[src/rtl/load_store_unit.sv]
// load_store_unit: RV32I load/store sequencer sitting between the core and
// a single-ported word-wide data memory. Sub-word stores are done as
// read-modify-write. Illegal width codes, misaligned accesses and
// out-of-range addresses complete with resp_err and never touch memory.
//
// Ports
//   clk, rst_n              clock, synchronous active-low reset
//   req_valid/req_ready     request handshake (ready only in IDLE)
//   req_we, req_funct3      store flag and RV32I width code
//   req_addr, req_wdata     byte address and store data (low-aligned)
//   resp_valid/resp_err     one-cycle completion pulse and its error flag
//   resp_rdata              extended load data, 0 for stores and errors
//   mem_read/mem_write      memory enables (never both at once)
//   mem_addr, mem_wdata     word address and full write word
//   mem_rdata               combinational read data
module load_store_unit #(
  parameter int MEM_WORDS = 256
) (
  input  logic        clk,
  input  logic        rst_n,
  input  logic        req_valid,
  output logic        req_ready,
  input  logic        req_we,
  input  logic [2:0]  req_funct3,
  input  logic [31:0] req_addr,
  input  logic [31:0] req_wdata,
  output logic        resp_valid,
  output logic        resp_err,
  output logic [31:0] resp_rdata,
  output logic        mem_read,
  output logic        mem_write,
  output logic [31:0] mem_addr,
  output logic [31:0] mem_wdata,
  input  logic [31:0] mem_rdata
);

  localparam logic [2:0] S_IDLE   = 3'd0;
  localparam logic [2:0] S_LOAD   = 3'd1;
  localparam logic [2:0] S_RMW_RD = 3'd2;
  localparam logic [2:0] S_WRITE  = 3'd3;
  localparam logic [2:0] S_RESP   = 3'd4;
  localparam logic [2:0] S_ERR    = 3'd5;

  // one past the last legal byte address, widened so 4*MEM_WORDS cannot wrap
  localparam logic [32:0] ADDR_LIMIT = 33'(4 * MEM_WORDS);

  logic [2:0]  state;
  logic        we_q;
  logic [2:0]  f3_q;
  logic [31:0] addr_q;
  logic [31:0] wdata_q;
  logic [31:0] merge_q;

  // request legality, evaluated on the incoming request fields
  logic f3_ok, misal, oor, req_bad;
  always_comb begin
    f3_ok = 1'b0;
    misal = 1'b0;
    case (req_funct3)
      3'b000: f3_ok = 1'b1;
      3'b001: begin f3_ok = 1'b1;     misal = req_addr[0];          end
      3'b010: begin f3_ok = 1'b1;     misal = (req_addr[1:0] != 2'b00); end
      3'b100: f3_ok = !req_we;
      3'b101: begin f3_ok = !req_we;  misal = req_addr[0];          end
      default: f3_ok = 1'b0;
    endcase
    oor     = ({1'b0, req_addr} >= ADDR_LIMIT);
    req_bad = !f3_ok || misal || oor;
  end

  // load extraction: bring the addressed lane down to bit 0, then extend
  logic [31:0] shifted, load_val;
  always_comb begin
    shifted = mem_rdata >> {addr_q[1:0], 3'b000};
    case (f3_q)
      3'b000:  load_val = {{24{shifted[7]}},  shifted[7:0]};
      3'b001:  load_val = {{16{shifted[15]}}, shifted[15:0]};
      3'b100:  load_val = {24'h0, shifted[7:0]};
      3'b101:  load_val = {16'h0, shifted[15:0]};
      default: load_val = mem_rdata;
    endcase
  end

  // sub-word store merge: funct3[0] picks half vs byte lane width
  logic [31:0] lane_mask, lane_data, merged;
  always_comb begin
    lane_mask = (f3_q[0] ? 32'h0000_FFFF : 32'h0000_00FF) << {addr_q[1:0], 3'b000};
    lane_data = wdata_q << {addr_q[1:0], 3'b000};
    merged    = (mem_rdata & ~lane_mask) | (lane_data & lane_mask);
  end

  always_ff @(posedge clk) begin
    if (!rst_n) begin
      state      <= S_IDLE;
      we_q       <= 1'b0;
      f3_q       <= 3'b000;
      addr_q     <= 32'h0;
      wdata_q    <= 32'h0;
      merge_q    <= 32'h0;
      resp_rdata <= 32'h0;
    end else begin
      case (state)
        S_IDLE: if (req_valid) begin
          we_q    <= req_we;
          f3_q    <= req_funct3;
          addr_q  <= req_addr;
          wdata_q <= req_wdata;
          if (req_bad) begin
            state      <= S_ERR;
            resp_rdata <= 32'h0;
          end else if (!req_we) begin
            state <= S_LOAD;
          end else if (req_funct3 == 3'b010) begin
            state   <= S_WRITE;
            merge_q <= req_wdata;
          end else begin
            state <= S_RMW_RD;
          end
        end
        S_LOAD: begin
          resp_rdata <= load_val;
          state      <= S_RESP;
        end
        S_RMW_RD: begin
          merge_q <= merged;
          state   <= S_WRITE;
        end
        S_WRITE: begin
          resp_rdata <= 32'h0;
          state      <= S_RESP;
        end
        default: state <= S_IDLE;  // RESP, ERR and unused encodings
      endcase
    end
  end

  // control outputs are decoded from state and squashed while reset is low,
  // so a reset landing in WRITE suppresses the write in that same cycle
  assign req_ready  = rst_n && (state == S_IDLE);
  assign resp_valid = rst_n && ((state == S_RESP) || (state == S_ERR));
  assign resp_err   = rst_n && (state == S_ERR);
  assign mem_read   = rst_n && ((state == S_LOAD) || (state == S_RMW_RD));
  assign mem_write  = rst_n && (state == S_WRITE);
  assign mem_addr   = {addr_q[31:2], 2'b00};
  assign mem_wdata  = merge_q;

  logic unused_we;
  assign unused_we = we_q;

endmodule
[config.mk]
export PLATFORM = sky130hd
export DESIGN_NAME = load_store_unit
export DESIGN_NICKNAME = d
export VERILOG_FILES = /design/src/rtl/load_store_unit.sv
export SDC_FILE = /design/constraint.sdc
export NUM_CORES = 1
export LEC_CHECK = 0
export ABC_AREA = 0
export CAP_MARGIN = 25
export CORE_ASPECT_RATIO = 1.25
export CORE_MARGIN = 5
export CORE_UTILIZATION = 43
export CTS_CLUSTER_DIAMETER = 150
export DETAILED_ROUTE_END_ITERATION = 10
export PLACE_DENSITY = 0.88
export SLEW_MARGIN = 20
export SYNTH_ARGS = -nofsm -noshare
export SYNTH_HDL_FRONTEND = slang
export SYNTH_SLANG_ARGS = --single-unit
export TNS_END_PERCENT = 20
[constraint.sdc]
create_clock -name clk -period 1.7 [get_ports clk]
set_input_delay 0.34 -clock clk [delete_from_list [all_inputs] [get_ports clk]]
set_output_delay 0.34 -clock clk [all_outputs]
set_load 0.01 [all_outputs]
==> results.py <==
metrics = {
    "status": {
        "status": "finished, violations left",
        "violations": "negative setup slack",
    },
    "pwr": {
        "ir_worst_vdd_mv": 0.697,
        "p_per_area_mw_per_mm2": 821,
        "leakage_uw": 0.00453,
    },
    "sta": {
        "maxSlewHeadroom_pct": 62.7,
        "tightest_slew_ns": 0.559,
        "setup_viol_count_final": 23,
        "rsz0062_at_grt": "true",
        "fin_skew_ns": 0.00584,
        "hold_viol": 0,
        "min_period_over_period_pct": 115,
        "tns_ns": -3.04,
        "worst_slack_ns": -0.252,
        "min_period_ns": 1.95,
        "maxSlewViolCount": 0,
        "fmax_ghz": 0.512,
    },
    "die": {
        "die_area_mm2": 0.0184,
        "io-pin-count": 204,
        "fp.dieW_um": 122,
        "fp.dieH_um": 150,
        "core_mm2": 0.0156,
        "rows": 51,
        "start_util_pct": 43.6,
    },
    "worst_setup_path": {
        "worst-path-buf-inv": 3,
        "crit_type": "reg2reg",
        "worstSetupStartpoint": "addr_q[1]$_SDFFE_PN0P_",
        "cp.required_ns": 2.01,
        "critical-path-slowest-cell": "dfxtp_2",
        "end_kind": "flop",
        "crit_chain": "buf_12 > mux2_4 > mux2i_2 > buf_4 > o311ai_4 > clkbuf_16 > a32oi_1 > o21ai_1",
        "critPathArrivalTime_ns": 2.26,
        "cp-start-kind": "flop",
        "worstReg2RegStart": "addr_q[1]$_SDFFE_PN0P_",
        "rrSetupSlack_ns": -0.25,
        "cp_max_fo": 9,
        "path_delay_family": "buffers and inverters",
        "slowest_delay_ns": 0.35,
    },
    "layout": {
        "nFillCells": 1181,
        "final_cell_count_no_fill": 1315,
        "antenna_cells": 0,
        "layout.nets": 1194,
        "drive_gt1_share_pct": 20.2,
        "design_area_mm2": 0.0104,
        "syn_to_final_growth_pct": 53.5,
    },
    "route": {
        "detail-route-antenna-nets": 0,
        "vias_per_cell": 5.73,
        "drt_iter0_drc": 650,
        "dr.pass1.iters": 5,
        "drt-met1-wl_um": 9430,
        "wl_met3_um": 2070,
        "drc": 0,
        "wire_per_inst_um": 19.4,
        "dr_wl_met2_um": 12600,
        "top_layer": "met4",
        "totalWireLength_um": 25500,
        "num_vias": 7531,
    },
    "grt": {
        "grt_overflow_total": 0,
        "grt_antenna_before_repair": 0,
        "grt_max_degree": 152,
        "grt_pass1_wl_um": 37900,
        "track_usage_pct": 26.3,
        "grt_pass1_vias": 7339,
    },
    "logic_synthesis": {
        "synth_warnings": 0,
        "synthesis.area_mm2": 0.00679,
        "yosysUniqueCellTypes": 48,
        "ys_seq_area_share_pct": 34.8,
        "synth_area_per_cell_um2": 7.77,
        "ys_ff_latch": 118,
        "synthCells": 873,
    },
    "clock_tree": {
        "ctsHoldBuffers": 0,
        "clkSinkCount": 118,
        "cts_buffers": 17,
        "cts_max_level": 4,
        "cts_buffer_depth": 2,
        "tritoncts": "built",
        "clock_insertion_delay_worst_skew_ns": 0.43,
        "cts-root-buf": "clkbuf_16",
        "path_clk_slew_ns": 0.06,
    },
    "placed_design": {
        "gp_congestion": 0.991,
        "place_hpwl_um": 17500,
        "dp.cells": 1276,
        "place_area_mm2": 0.00939,
        "port_buffers": 201,
    },
    "worst_hold_path": {
        "min_path_type": "in2reg",
        "min-delay-start": "req_addr[28]",
    },
    "run": {
        "cap_viol_max_count": 0,
    },
}
==> flip-flops by register name, indices dropped and copies added, names as in the netlist <==
name        count
mem_wdata      32
state           3
f3_q            3
wdata_q        16
addr_q         32
resp_rdata     32
==> routing by layer <==
metal	GRT usage, %	vias up
met5	0	-
met1	28.9	3536
met3	7.74	106
met4	14.7	0
met2	44.9	394
li1	-	3495
==> area by class of cell <==
cell class / instances / area [um2] / area share [%]
Clock inverter: 9 / 101 / 0.973
Inverter: 11 / 45.0 / 0.432
Tap cell: 212 / 265 / 2.55
Sequential cell: 118 / 2370 / 22.8
Multi-Input combinational cell: 633 / 4120 / 39.5
Timing Repair Buffer: 310 / 3040 / 29.2
Clock buffer: 22 / 474 / 4.55
==> Yosys cell counts, drive strengths merged <==
cell type,count,area [um2]
nor2,15,58.8
o221a,1,11.3
o22ai,32,200
o21a,10,75.1
inv,11,41.3
nand2,212,798
o311ai,1,26.3
o21bai,1,11.3
nor4b,2,17.5
o221ai,7,61.3
conb,1,3.75
o41ai,1,16.3
nand3,15,75.1
mux4,1,22.5
clkbuf,56,210
nor4,6,50.0
dfxtp,118,2360
o211ai,15,113
nand3b,7,52.6
buf,56,402
a211oi,26,195
nand4,1,6.26
and2,27,169
o2111ai,1,8.76
nand2b,15,93.8
nor2b,2,12.5
or3b,1,8.76
a21boi,51,383
a21oi,18,90.1
or3,1,6.26
and3,2,12.5
nor3,13,65.1
a31oi,8,50.1
o21ai,58,294
o211a,7,70.1
mux2,1,11.3
mux2i,49,490
a32oi,17,149
a31o,7,61.3
==> cells by family after synthesis <==
family / after synthesis / synth area share [%]
other: 1 / 0.0553
DFF: 118 / 34.8
muxes: 51 / 7.73
and+or+nand+nor: 319 / 21.0
AOI/OAI and AO/OA: 261 / 26.8
buffers and inverters: 123 / 9.63
==> where the power goes <==
group	internal (uW)	total, uW	switching (uW)	leakage, uW
registers	2920	3050	133	0.000963
logic	975	1960	983	0.00328
clock network	2250	3540	1290	0.000286
total	6150	8550	2410	0.00453
==> layout by cell type (no fill, tap or decap), types with 7 or more instances in the layout <==
master	instances
dlygate4sd2_1	35
a21oi_1	17
inv_1	10
o21ai_0	37
o211ai_1	15
a31o_2	7
o211a_1	7
clkbuf_16	20
dlymetal6s2s_1	18
o21ai_1	19
a211oi_1	19
buf_12	14
nand3_1	14
nand2_1	207
nand3b_1	7
buf_2	11
a21boi_0	51
nor2_1	13
buf_4	85
clkdlybuf4s50_1	128
nor3_1	8
mux2i_1	47
and2_1	23
a32oi_1	11
o21a_1	10
nand2b_1	12
a31oi_1	8
o22ai_1	32
dfxtp_1	113
==> path summary, 6_finish.rpt <==
check / cells after the start / end
worst max-delay path: 8 / resp_rdata[22]$_SDFFE_PN0P_
worst min-delay path: 3 / addr_q[28]$_SDFFE_PN0P_
worst max register to register: 8 / resp_rdata[22]$_SDFFE_PN0P_
worst min register to register: 2 / mem_wdata[5]$_SDFFE_PN0P_
==> metrics by stage <==
step,hold WS [ns],worst slack (ns),total power (uW),utilization [%]
after floorplan,0.444,0.000315,3990,-
after global placement,0.445,-0.618,4860,60.3
after detailed placement,0.455,-0.746,4890,60.3
after CTS,0.194,-0.109,8430,65.1
after global routing,0.192,-0.296,8870,66.9
final,0.175,-0.252,8550,66.9
==> worst register-to-register path: stages (launching register included) <==
cell and delay (ns):
dfxtp_2 0.35, buf_12 0.13, mux2_4 0.31, mux2i_2 0.19, buf_4 0.18, o311ai_4 0.15
clkbuf_16 0.22, a32oi_1 0.20, o21ai_1 0.11
==> timing repair <==
item / in CTS / in global routing
buffers inserted: 3 / 2
pin swaps: 15 / 13
endpoints found under the setup margin: 87 / 86
gates cloned: 2 / 3
gates resized for setup: 137 / 65
No activity file was read; power rests on OpenSTA's default activity.
